## config.mk

```make
export PLATFORM = sky130hd
export DESIGN_NAME = multicycle_ctrl_fsm
export DESIGN_NICKNAME = d
export VERILOG_FILES = /design/src/rtl/multicycle_ctrl_fsm.sv
export SDC_FILE = /design/constraint.sdc
export NUM_CORES = 1
export LEC_CHECK = 0
export CAP_MARGIN = 10
export CELL_PAD_IN_SITES_DETAIL_PLACEMENT = 2
export CELL_PAD_IN_SITES_GLOBAL_PLACEMENT = 2
export CORE_ASPECT_RATIO = 1.25
export CORE_UTILIZATION = 25
export CTS_CLUSTER_DIAMETER = 120
export DETAILED_ROUTE_END_ITERATION = 7
export PLACE_DENSITY_LB_ADDON = 0.05
export REMOVE_ABC_BUFFERS = 1
export SLEW_MARGIN = 0
export SYNTH_ARGS = -nofsm -noshare
export SYNTH_HDL_FRONTEND = slang
export SYNTH_SLANG_ARGS = --single-unit
```

## constraint.sdc

```tcl
create_clock -name clk -period 1.6 [get_ports clk]
set_input_delay 0.32 -clock clk [delete_from_list [all_inputs] [get_ports clk]]
set_output_delay 0.32 -clock clk [all_outputs]
set_load 0.005 [all_outputs]
```

## src/rtl/multicycle_ctrl_fsm.sv

```systemverilog
// ============================================================================
// Module      : multicycle_ctrl_fsm
// Description : Multicycle CPU controller. Holds the state register, computes
//               the next state and decodes Moore/Mealy datapath controls.
//               Memory accesses use a mem_req/mem_ready handshake with a
//               timeout. HALT can be resumed; ERROR is sticky.
// Ports       : clk, rst (async, active-high)
//               op_code, lt_flag, mem_ready, resume       - control inputs
//               alu_op, alu_src_a_mux_sel, alu_src_b_mux_sel,
//               load_instr, hold_decode, instr_or_data_mux_sel,
//               mem_req, mem_write_en, reg_write_en,
//               reg_write_mux_sel, halt_clk, error         - datapath controls
//               retired_cnt, stall_cnt                     - only with CTRL_PERF_CNT_EN
// Config      : `define CTRL_PERF_CNT_EN adds the performance counters.
// Revision    : 1.0 - initial release
// ============================================================================
`default_nettype none

module multicycle_ctrl_fsm #(
  parameter int OPCODE_W    = 3,
  parameter int ALU_OP_W    = 2,
  parameter int MEM_TIMEOUT = 15
) (
  input  logic                clk,
  input  logic                rst,
  input  logic [OPCODE_W-1:0] op_code,
  input  logic                lt_flag,
  input  logic                mem_ready,
  input  logic                resume,
  output logic [ALU_OP_W-1:0] alu_op,
  output logic                alu_src_a_mux_sel,
  output logic [1:0]          alu_src_b_mux_sel,
  output logic                load_instr,
  output logic                hold_decode,
  output logic                instr_or_data_mux_sel,
  output logic                mem_req,
  output logic                mem_write_en,
  output logic                reg_write_en,
  output logic                reg_write_mux_sel,
  output logic                halt_clk,
  output logic                error
`ifdef CTRL_PERF_CNT_EN
  ,
  output logic [31:0]         retired_cnt,
  output logic [31:0]         stall_cnt
`endif
);

  localparam int CNT_W = $clog2(MEM_TIMEOUT + 1);

  localparam logic [2:0] OP_HALT  = 3'b000;
  localparam logic [2:0] OP_ADD   = 3'b001;
  localparam logic [2:0] OP_SUB   = 3'b010;
  localparam logic [2:0] OP_AND   = 3'b011;
  localparam logic [2:0] OP_LOAD  = 3'b100;
  localparam logic [2:0] OP_STORE = 3'b101;
  localparam logic [2:0] OP_CMP   = 3'b110;
  localparam logic [2:0] OP_BLT   = 3'b111;

  typedef enum logic [3:0] {
    S_IDLE   = 4'd0,
    S_FETCH  = 4'd1,
    S_DECODE = 4'd2,
    S_ADDR   = 4'd3,
    S_MEM_RD = 4'd4,
    S_MEM_WB = 4'd5,
    S_MEM_WR = 4'd6,
    S_EXEC   = 4'd7,
    S_ALU_WB = 4'd8,
    S_CMP    = 4'd9,
    S_BLT    = 4'd10,
    S_HALT   = 4'd11,
    S_ERROR  = 4'd12
  } state_t;

  state_t           state_q, state_d;
  logic [CNT_W-1:0] wait_cnt_q, wait_cnt_d;
  logic             wait_inc;
  logic [2:0]       opc;
  logic             op_hi_bad;

  assign opc = op_code[2:0];

  // Any set bit above the 3-bit opcode field makes the instruction illegal.
  generate
    if (OPCODE_W > 3) begin : g_op_hi
      assign op_hi_bad = |op_code[OPCODE_W-1:3];
    end else begin : g_op_no_hi
      assign op_hi_bad = 1'b0;
    end
  endgenerate

  always_ff @(posedge clk or posedge rst) begin
    if (rst) begin
      state_q    <= S_IDLE;
      wait_cnt_q <= '0;
    end else begin
      state_q    <= state_d;
      wait_cnt_q <= wait_cnt_d;
    end
  end

  always_comb begin
    state_d               = state_q;
    wait_cnt_d            = '0;
    wait_inc              = 1'b0;
    alu_op                = '0;
    alu_src_a_mux_sel     = 1'b0;
    alu_src_b_mux_sel     = 2'b00;
    load_instr            = 1'b0;
    instr_or_data_mux_sel = 1'b0;
    mem_req               = 1'b0;
    mem_write_en          = 1'b0;
    reg_write_en          = 1'b0;
    reg_write_mux_sel     = 1'b0;
    halt_clk              = 1'b0;
    error                 = 1'b0;
    hold_decode           = (state_q != S_IDLE) && (state_q != S_FETCH);

    case (state_q)
      S_IDLE: state_d = S_FETCH;
      S_FETCH: begin
        mem_req           = 1'b1;
        alu_src_b_mux_sel = 2'b11;
        load_instr        = mem_ready;
        if (mem_ready) state_d = S_DECODE;
      end
      S_DECODE: begin
        if (op_hi_bad) begin
          state_d = S_ERROR;
        end else begin
          case (opc)
            OP_HALT:                  state_d = S_HALT;
            OP_ADD, OP_SUB, OP_AND:   state_d = S_EXEC;
            OP_LOAD, OP_STORE:        state_d = S_ADDR;
            OP_CMP:                   state_d = S_CMP;
            OP_BLT:                   state_d = S_BLT;
            default:                  state_d = S_ERROR;
          endcase
        end
      end
      S_ADDR: begin
        alu_src_a_mux_sel = 1'b1;
        alu_src_b_mux_sel = 2'b10;
        state_d           = (opc == OP_STORE) ? S_MEM_WR : S_MEM_RD;
      end
      S_MEM_RD: begin
        mem_req               = 1'b1;
        instr_or_data_mux_sel = 1'b1;
        if (mem_ready) state_d = S_MEM_WB;
      end
      S_MEM_WB: begin
        reg_write_en = 1'b1;
        state_d      = S_FETCH;
      end
      S_MEM_WR: begin
        mem_req               = 1'b1;
        mem_write_en          = 1'b1;
        instr_or_data_mux_sel = 1'b1;
        if (mem_ready) state_d = S_FETCH;
      end
      S_EXEC: begin
        alu_src_a_mux_sel = 1'b1;
        alu_src_b_mux_sel = 2'b01;
        case (opc)
          OP_SUB:  alu_op = ALU_OP_W'(2'b01);
          OP_AND:  alu_op = ALU_OP_W'(2'b10);
          default: alu_op = ALU_OP_W'(2'b00);
        endcase
        state_d = S_ALU_WB;
      end
      S_ALU_WB: begin
        reg_write_en      = 1'b1;
        reg_write_mux_sel = 1'b1;
        state_d           = S_FETCH;
      end
      S_CMP: begin
        alu_op            = ALU_OP_W'(2'b11);
        alu_src_a_mux_sel = 1'b1;
        alu_src_b_mux_sel = 2'b01;
        state_d           = S_FETCH;
      end
      S_BLT: begin
        alu_src_b_mux_sel = 2'b10;
        load_instr        = lt_flag;
        state_d           = S_FETCH;
      end
      S_HALT: begin
        halt_clk = 1'b1;
        if (resume) state_d = S_FETCH;
      end
      S_ERROR: begin
        halt_clk = 1'b1;
        error    = 1'b1;
      end
      default: state_d = S_ERROR;
    endcase

    // Memory wait tracking. A completing mem_ready always takes priority
    // over the timeout, even on the limit cycle.
    if (((state_q == S_FETCH) || (state_q == S_MEM_RD) || (state_q == S_MEM_WR)) && !mem_ready) begin
      if (wait_cnt_q == CNT_W'(MEM_TIMEOUT)) begin
        state_d = S_ERROR;
      end else begin
        wait_inc   = 1'b1;
        wait_cnt_d = wait_cnt_q + CNT_W'(1);
      end
    end
  end

`ifdef CTRL_PERF_CNT_EN
  logic [31:0] retired_q;
  logic [31:0] stall_q;
  logic        retire_evt;

  // An instruction retires on any return to FETCH except the initial entry
  // from IDLE and a HALT resume.
  assign retire_evt = (state_d == S_FETCH) && (state_q != S_FETCH) &&
                      (state_q != S_IDLE) && (state_q != S_HALT);

  always_ff @(posedge clk or posedge rst) begin
    if (rst) begin
      retired_q <= '0;
      stall_q   <= '0;
    end else begin
      if (retire_evt) retired_q <= retired_q + 32'd1;
      if (wait_inc)   stall_q   <= stall_q + 32'd1;
    end
  end

  assign retired_cnt = retired_q;
  assign stall_cnt   = stall_q;
`endif

endmodule

`default_nettype wire

```

==> results of run 1 <==
cells in the final DEF (no fill, tap or decap), types with 3 or more instances in the layout:
master,count
buf_2,12
dfrtp_1,6
clkdlybuf4s50_1,5
nor2_4,4
a21oi_2,3
a21oi_1,7
buf_4,25
clkbuf_4,3
nand2_1,4
nand2b_4,5
nor2_1,10
buf_6,23
inv_1,3
nor3_2,3
worst max path at each step:
| stage | slack, ns | to |
|---|---|---|
| 2_1_floorplan | -0.03 | alu_op[1] |
| 3_3_place_gp | -0.54 | alu_op[1] |
| 3_5_place_dp | -0.58 | alu_op[1] |
| 4_1_cts | -0.21 | mem_req |
| 5_1_grt | -0.38 | load_instr |
| 6_report | -0.30 | load_instr |
synth_stat cells, types with 2 or more instances:
| cell | instances | area share |
|---|---|---|
| nor2_1 | 15 | 0.076 |
| a21oi_1 | 9 | 0.061 |
| dfrtp_1 | 8 | 0.27 |
| nand2_1 | 6 | 0.030 |
| buf_2 | 5 | 0.034 |
| inv_1 | 4 | 0.020 |
| nand2b_1 | 4 | 0.034 |
| nor3_1 | 3 | 0.020 |
| o21ai_0 | 3 | 0.020 |
| a31oi_1 | 2 | 0.017 |
| and2_1 | 2 | 0.017 |
| clkbuf_1 | 2 | 0.010 |
| mux2i_1 | 2 | 0.027 |
| nand3_1 | 2 | 0.014 |
| nor3_2 | 2 | 0.027 |
| nor3b_1 | 2 | 0.020 |
| o211ai_1 | 2 | 0.020 |
| o21a_1 | 2 | 0.020 |
| or4bb_1 | 2 | 0.030 |
critical path, delay by kind of cell, from the launching register on:
kind / cells / cell delay [ns]
compound gates: 1 / 0.06
simple gates: 3 / 0.53
buf+inv: 2 / 0.30
flops: 1 / 0.43
cells by family (layout without fill, tap and decap cells):
group	count (synthesis)	in the layout
buf+inv	12	74
compound gates	27	27
mux	3	3
xor+xnor	2	2
flops	8	8
simple gates	44	44
fa+ha+maj	1	1
final cells by class:
cell class | instances | area [um^2]
tap | 34 | 42.5
sequential | 8 | 203
fill | 287 | 1220
inverter | 4 | 20.0
timing repair buffer | 67 | 574
multi-input combinational | 77 | 672
clock buffer | 3 | 22.5
state kept, by name, indices dropped and copies added, names as in the netlist:
register    flops
state_q         4
wait_cnt_q      4
through the flow:
stage / hold WS, ns / instances / util / TNS [ns] / worst slack (ns)
3_3_place_gp: 0.471 / 170 / 0.415 / -4.18 / -0.539
4_1_cts: 0.311 / 190 / 0.518 / -1.47 / -0.210
3_5_place_dp: 0.472 / 170 / 0.415 / -4.76 / -0.582
5_1_grt: 0.349 / 193 / 0.556 / -3.16 / -0.378
6_report: 0.329 / 193 / 0.556 / -2.17 / -0.300
2_1_floorplan: 0.136 / 89 / - / -0.0488 / -0.0271
where the power goes:
group	internal [mW]	switching [mW]	total, mW
registers	0.272	0.0868	0.358
clock network	0.0858	0.0684	0.154
logic	1.23	1.13	2.37
timing repair:
item,CTS,global route
pin swaps,21,14
endpoints found under the setup margin,18,22
setup buffers,22,7
gates resized for setup,109,19
hold endpoints to repair,0,0
layer usage:
layer	global-route usage	wire, um	vias up
li1	-	-	466
met1	0.296	1690	505
met2	0.515	2360	23
met3	0.0438	94	10
met4	0.174	127	0
met5	0	0	-
==> results.cfg, run 1 <==
[sta]
max_freq_mhz = 526
fin_skew_ns = 0.00803
hold_viol = 0
min_period_over_period = 1.19
rsz0062_at_grt = yes
setup_slack_ns = -0.300
finalWorstPathRequiredPeriod_ns = 1.90
worstMarginPinSlew_ns = 0.323
max_slew_margin = 0.783
final_max_slew_viol_count = 0
setup_violations = 16

[grt]
overflow = 0
grt_pass1_vias = 1177
grt_pass1_wl_um = 6460
grt_max_degree = 17
grt_antenna_before_repair = 0
grt_use_total = 0.285

[routing]
dr.pass1.iters = 4
postRouteAntennaNets = 0
routedWlPerCell_um = 22.1
first_iter_violations = 20
via_per_inst = 5.20
drc_errors = 0
vias = 1004
totalWireLength_um = 4270

[worst_setup_path]
end_kind = output pin
crit_path_max_fanout = 4
worstSetupPathType = register to output pin
critPathLaunch = state_q[1]
r2r_end = state_q[1]
ff2ff_path_depth = 7
crit_path_cell_trace = buf_6, nand2b_4, nor3b_4, a31oi_2, nor2_1, buf_2
r2r-start = state_q[1]
slowest_delay_ns = 0.43
reg2reg_slack_ns = -0.17
cp_slowest_cell = dfrtp_1
worstSetupStartpointType = register
worstPathRequired_ns = 1.28
crit_arrival_ns = 1.58

[synthesis]
yosys.area_share.simple = 0.329
synth_warnings = 0
synth_area_um2 = 741
synth-compound-area-share = 0.238
synth.distinct_cells = 39
synthAdderAreaFrac = 0.0169
synth_ff_type = dfrtp_1
synth_mux_area_frac = 0.0422
netlist_instances = 97
synth_top_family_by_area = simple AND/OR/NAND/NOR gates
synthArstFlopShare = 1.00
ys_seq_area_frac = 0.270
syn_avg_cell_area_um2 = 7.64
synth_xor_area_frac = 0.0236
ys_ff_latch = 8
synth_edf_count = 0

[cts]
cts-root-buf = clkbuf_4
cts_buffers = 3
cts_buffer_depth = 2
cts_num_sinks = 8
cts_max_level = 1
clk_pin_slew_worst_paths_ns = 0.06
cts_tree = built
clock_latency_ns = 0.25
hold_buffers = 0

[outcome]
violations = negative setup slack
status = finished with violations

[finish]
diodes = 0
final_nets = 170
final_area_um2 = 1530
area_delta_synth_final_pct = 107
drive_above_1_share = 0.610

[die]
dieArea_um2 = 3190
dieWidth_um = 50.7
ios = 22
rows = 21
initial_core_util = 0.268
design.core.area_um2 = 2760
die_h_um = 62.9

[power]
leakagePower_nw = 0.715
p_total_mw = 2.88
power_density_nw_per_um2 = 1880
irDropWorstVdd_v = 0.000844

[min_path]
hold_class = input pin to async pin

[placement]
port_buffers = 21
gp_congestion = 0.732
hpwl_um = 2220
dpl_cell_area_um2 = 1140

[flow_run]
drv_cap = 0
Note: power is estimated with default switching activity, not from simulation.
==> run 2: changes to the inputs <==
ABC_AREA = 1   (was unset)
CORE_UTILIZATION = 22   (was 25)
==> results.cfg, run 2 <==
[outcome]
status = stopped before the end
lastStage = global routing (5_1_grt)
first-error = [ERROR DPL-0033] detailed placement checks failed during check placement.

[synthesis]
synth_top_area_cell = dfrtp_1
ys_seq_area_frac = 0.296
yosysMostFrequentCell = nand2_1
synth_edf_count = 0
synth_warnings = 0
synth_ff_type = dfrtp_1
synthArstFlopShare = 1.00
netlist_instances = 110
synth_area_um2 = 677
synth.distinct_cells = 20
syn_avg_cell_area_um2 = 6.15
ys_top_cells_by_area = dfrtp_1, nand2_1, nand3_1, inv_1, nor2_1
synth_top_area_frac = 0.296
ys_ff_latch = 8
synth.top_cells.by_count = nand2_1, inv_1, nor2_1

[placement]
dp_cells = 194
hpwl_um = 2290
gp_congestion = 0.764
port_buffers = 21
place_ws_ns = -0.328

[die]
ios = 22
rows = 22
initial_core_util = 0.230
dieWidth_um = 51.6
die_h_um = 64.0

[cts]
cts_buffer_depth = 2
hold_buffers = 0
cts-root-buf = clkbuf_4
cts_num_sinks = 8
cts_max_level = 1
cts_buffers = 3

[grt]
grt_max_degree = 9
grt_antenna_before_repair = 0

[sta]
worst_endpoint = reg_write_en
worst_endpoint_kind = top-level output
-- run 2: cell types whose count changed after synthesis, sizes merged, moves of 3 or more --
cell    delta
buf        -6
inv       +19
a21oi     -10
nand2     +28
nor3       -3
nand2b     -5
nand3     +12
-- run 2: cells by family after synthesis --
| family | synth area share |
|---|---|
| flops | 0.296 |
| simple gates | 0.488 |
| fa+ha+maj | 0.0185 |
| compound gates | 0.0573 |
| buf+inv | 0.128 |
| xor+xnor | 0.0129 |
-- run 2: repair_timing --
| action | CTS |
|---|---|
| gates resized for setup | 109 |
| endpoints found under the hold margin | 0 |
| pin swaps | 14 |
| setup buffers | 25 |
| setup endpoints to repair | 14 |
-- run 2: through the flow --
stage	utilization	setup TNS (ns)	hold WS (ns)	instance area [um^2]
after floorplan	-	0	0.136	677
after CTS	0.500	-0.412	0.333	1470
after detailed placement	0.385	-2.15	0.483	1130
after global placement	0.385	-1.71	0.470	1130
==> run 3: changes to the inputs <==
CELL_PAD_IN_SITES_DETAIL_PLACEMENT = unset   (was 2)
CELL_PAD_IN_SITES_GLOBAL_PLACEMENT = unset   (was 2)
CORE_AREA = 2 2 63 65   (was unset)
CORE_ASPECT_RATIO = unset   (was 1.25)
CORE_UTILIZATION = unset   (was 22)
CTS_CLUSTER_DIAMETER = unset   (was 120)
DIE_AREA = 0 0 65 67   (was unset)
PLACE_DENSITY_LB_ADDON = 0.15   (was 0.05)
==> results.cfg, run 3 <==
[synthesis]
synth.distinct_cells = 20
synthArstFlopShare = 1.00
yosysMostFrequentCell = nand2_1
synth.top_cells.by_count = nand2_1, inv_1, nor2_1
synth_edf_count = 0
syn_avg_cell_area_um2 = 6.15
ys_ff_latch = 8
ys_seq_area_frac = 0.296
synth_warnings = 0
synth_area_um2 = 677
synth_top_area_frac = 0.296
synth_top_area_cell = dfrtp_1
netlist_instances = 110
ys_top_cells_by_area = dfrtp_1, nand2_1, nand3_1, inv_1, nor2_1
synth_ff_type = dfrtp_1

[placement]
place_ws_ns = -0.300
hpwl_um = 1710
port_buffers = 21
gp_congestion = 0.795

[sta]
max_freq_mhz = 590
hold_viol = 0
setup_violations = 7
finalWorstPathRequiredPeriod_ns = 1.69
worstMarginPinSlew_ns = 0.309
min_period_over_period = 1.06
max_slew_margin = 0.794
setup_tns_ns = -0.389
rsz0062_at_grt = yes
fin_skew_ns = 0.00165
final_max_slew_viol_count = 0
setup_slack_ns = -0.0948

[worst_setup_path]
worstSetupPathType = register to output pin
crit_path_max_fanout = 3
crit_arrival_ns = 1.37
worstPathRequired_ns = 1.28
r2r_end = state_q[0]
crit_buf_inv = 4
end_kind = output pin
ff2ff_path_depth = 10
reg2reg_slack_ns = 0.14
slowest_delay_ns = 0.41
worstSetupStartpointType = register
cp_common_cell = buf_6
cp_slowest_cell = dfrtp_1
path_delay_family = buffers and inverters
r2r-start = state_q[3]
crit_path_cell_trace = buf_6, nor2_4, buf_6, buf_12, nand3_4, nand2_2, buf_2

[cts]
cts_tree = built
clk_pin_slew_worst_paths_ns = 0.04
clock_latency_ns = 0.23
cts_buffers = 3
cts_max_level = 1
cts_num_sinks = 8
cts_buffer_depth = 2
cts-root-buf = clkbuf_8

[grt]
grt_pass1_vias = 890
grt_use_total = 0.114
grt_antenna_before_repair = 0
grt_max_degree = 9
overflow = 0
grt_pass1_wl_um = 3820

[outcome]
violations = negative setup slack
status = finished with violations

[power]
power_density_nw_per_um2 = 1750
leakagePower_nw = 0.863
irDropWorstVdd_v = 0.000620

[routing]
totalWireLength_um = 2500
first_iter_violations = 37
routedWlPerCell_um = 11.0
postRouteAntennaNets = 0
drc_errors = 0
dr.pass1.iters = 4
via_per_inst = 4.00
vias = 903

[finish]
final_common_cell = buf_4
final_util = 0.414
drive_above_1_share = 0.556
nFillCells = 379
top_regs = state_q (4), wait_cnt_q (4)
diodes = 0
area_delta_synth_final_pct = 120
final_nets = 189
layout_common_cells = buf_4, nand2_1, inv_1, nor2_1

[die]
die_h_um = 67
dieArea_um2 = 4360
design.core.area_um2 = 3610
rows = 22
dieWidth_um = 65
ios = 22
initial_core_util = 0.188

[min_path]
hold_class = input pin to async pin

[flow_run]
drv_cap = 0
==> run 3: how the worst max path moves through the flow <==
stage / start / endpoint / depth (start not counted)
6_report: state_q[3] / load_instr / 7
5_1_grt: state_q[3] / alu_src_b_mux_sel[0] / 7
4_1_cts: state_q[0] / mem_write_en / 4
3_5_place_dp: op_code[0] / alu_op[1] / 4
3_3_place_gp: op_code[0] / alu_op[1] / 4
2_1_floorplan: state_q[2] / reg_write_en / 5
==> run 3: area by class of cell <==
cell class / count / area, um^2 / share of cell area
clock buffers: 3 / 41.3 / 0.0277
inverters: 23 / 93.8 / 0.0629
multi-input cells: 79 / 542 / 0.363
flip-flops and latches: 8 / 203 / 0.136
well taps: 48 / 60.1 / 0.0403
repair buffers: 65 / 552 / 0.370
==> run 3: per-stage QoR <==
stage / power [mW] / cells / hold WS, ns / area (um^2)
after global placement: 1.56 / 201 / 0.470 / 1110
after global routing: 2.80 / 226 / 0.365 / 1490
after detailed placement: 1.55 / 201 / 0.479 / 1110
after CTS: 2.13 / 215 / 0.356 / 1310
final: 2.61 / 226 / 0.340 / 1490
after floorplan: 0.861 / 110 / 0.136 / 677
==> run 3: repair_timing <==
action                     in CTS  in global routing
gates resized for setup        65                 36
pin swaps                       8                  9
setup endpoints to repair      14                 14
hold buffers                    0                  0
cloned                          0                  0
buffers inserted               11                 15
==> run 3: layer usage <==
| layer | wire (um) | global-route usage | vias up |
|---|---|---|---|
| li1 | - | - | 478 |
| met1 | 1070 | 0.139 | 405 |
| met2 | 1330 | 0.201 | 16 |
| met3 | 61 | 0.0169 | 4 |
| met4 | 35 | 0.0452 | 0 |
| met5 | 0 | 0 | - |
==> run 3: kinds of logic (layout without fill, tap and decap cells) <==
kind of cell	Yosys count	in the layout	synth area share
AOI/OAI and AO/OA	7	7	0.0573
DFF	8	8	0.296
xor gates and xnor gates	1	1	0.0129
buffers and inverters	23	91	0.128
adders and majority gates	1	1	0.0185
and+or+nand+nor	70	70	0.488
==> run 3: power by group <==
part	internal (mW)	switching, mW
Combinational	1.10	0.922
Sequential	0.267	0.0805
Clock	0.163	0.0825
==> run 4: changes to the inputs <==
ABC_CLOCK_PERIOD_IN_PS = 1600   (was unset)
GPL_TIMING_DRIVEN = 0   (was unset)
==> results.cfg, run 4 (synthesis gave the netlist of run 3 again) <==
[routing]
routedWlPerCell_um = 11.9
dr.pass1.iters = 4
totalWireLength_um = 2400
first_iter_violations = 49
via_per_inst = 4.20
vias = 848
postRouteAntennaNets = 0
drc_errors = 0

[sta]
fin_skew_ns = 0.00550
max_slew_margin = 0.796
final_max_slew_viol_count = 0
finalWorstPathRequiredPeriod_ns = 1.62
hold_viol = 0
rsz0062_at_grt = yes
worstMarginPinSlew_ns = 0.306
min_period_over_period = 1.01
setup_slack_ns = -0.0175
setup_violations = 3
max_freq_mhz = 618

[finish]
layout_common_cells = nand2_1, inv_1, nand3_1, nor2_1, buf_4
diodes = 0
drive_above_1_share = 0.506
final_util = 0.350
top_regs = state_q (4), wait_cnt_q (4)
final_cells = 202
final_common_cell = nand2_1
final_nets = 165
area_delta_synth_final_pct = 86.5

[cts]
cts_buffers = 3
cts_num_sinks = 8
hold_buffers = 0
clock_latency_ns = 0.22
cts_max_level = 1
cts_buffer_depth = 2
cts_tree = built
cts-root-buf = clkbuf_8
clk_pin_slew_worst_paths_ns = 0.04

[die]
rows = 22
die_h_um = 67
dieWidth_um = 65
design.core.area_um2 = 3610
dieArea_um2 = 4360
ios = 22
initial_core_util = 0.188

[worst_setup_path]
crit_buf_inv = 5
worstPathRequired_ns = 1.28
slowest_delay_ns = 0.41
crit_path_cell_trace = buf_6, inv_6, buf_6, nand2_4, inv_2, nand3_2, nand2_1, buf_2
worstSetupStartpointType = register
crit_path_max_fanout = 4
cp_slowest_cell = dfrtp_1
end_kind = output pin
path_delay_family = buffers and inverters
cp_common_cell = buf_6
crit_arrival_ns = 1.30
worstSetupPathType = register to output pin

[flow_run]
drv_cap = 0

[min_path]
hold_class = input pin to async pin

[power]
irDropWorstVdd_v = 0.000591
p_total_mw = 2.18
power_density_nw_per_um2 = 1730
leakagePower_nw = 0.706

[placement]
dp_cells = 179
port_buffers = 21
hpwl_um = 1550
gp_congestion = 0.795
place_ws_ns = -0.365

[grt]
grt_pass1_wl_um = 3530
grt_antenna_before_repair = 0
grt_pass1_vias = 830
grt_use_total = 0.105
overflow = 0
grt_max_degree = 9

[outcome]
status = finished with violations
violations = negative setup slack
==> run 4: metal layers <==
metal / GRT usage / wire, um / up-vias / share of wire
li1: - / - / 431 / -
met1: 0.122 / 946 / 388 / 0.39
met2: 0.186 / 1320 / 25 / 0.55
met3: 0.0186 / 89 / 4 / 0.037
met4: 0.0479 / 45 / 0 / 0.019
met5: 0 / 0 / - / 0
==> run 4: timing repair <==
action                                  in CTS  in global routing
cloned                                       0                  0
endpoints found under the setup margin      14                 12
setup buffers                               12                  8
pin swaps                                    6                 14
gates resized for setup                     62                 45
==> run 4: power breakdown <==
part / internal [mW] / switching [mW] / total (mW) / leakage, nW
clock: 0.163 / 0.0754 / 0.238 / 0.0216
combinational: 0.767 / 0.819 / 1.59 / 0.583
sequential: 0.269 / 0.0870 / 0.356 / 0.101
==> run 4: worst paths after layout <==
kind | start | to | slack, ns | depth (start not counted)
worst max register to register | state_q[0] | state_q[2] | 0.14 | 10
worst max-delay path | state_q[0] | load_instr | -0.02 | 8
min in group clk | wait_cnt_q[0] | wait_cnt_q[0] | 0.47 | 1
worst min-delay path | rst | wait_cnt_q[0] | 0.34 | 2
worst min register to register | wait_cnt_q[0] | wait_cnt_q[0] | 0.47 | 1
max in group asynchronous | rst | state_q[3] | 1.00 | 2
==> run 4: metrics by stage <==
stage               area (um^2)  setup TNS, ns  hold slack [ns]
CTS                        1140         -0.677            0.350
detailed placement          947          -1.59            0.472
finish                     1260        -0.0338            0.338
floorplan                   677              0            0.136
global placement            947          -1.54            0.456
global route               1260         -0.384            0.383
==> run 4: cell type report <==
type / count / area (um^2)
fillers: 392 / 2340
repair buffers: 41 / 334
multi-input cells: 79 / 524
well taps: 48 / 60.1
flip-flops and latches: 8 / 204
inverters: 23 / 98.8
clock buffers: 3 / 41.3
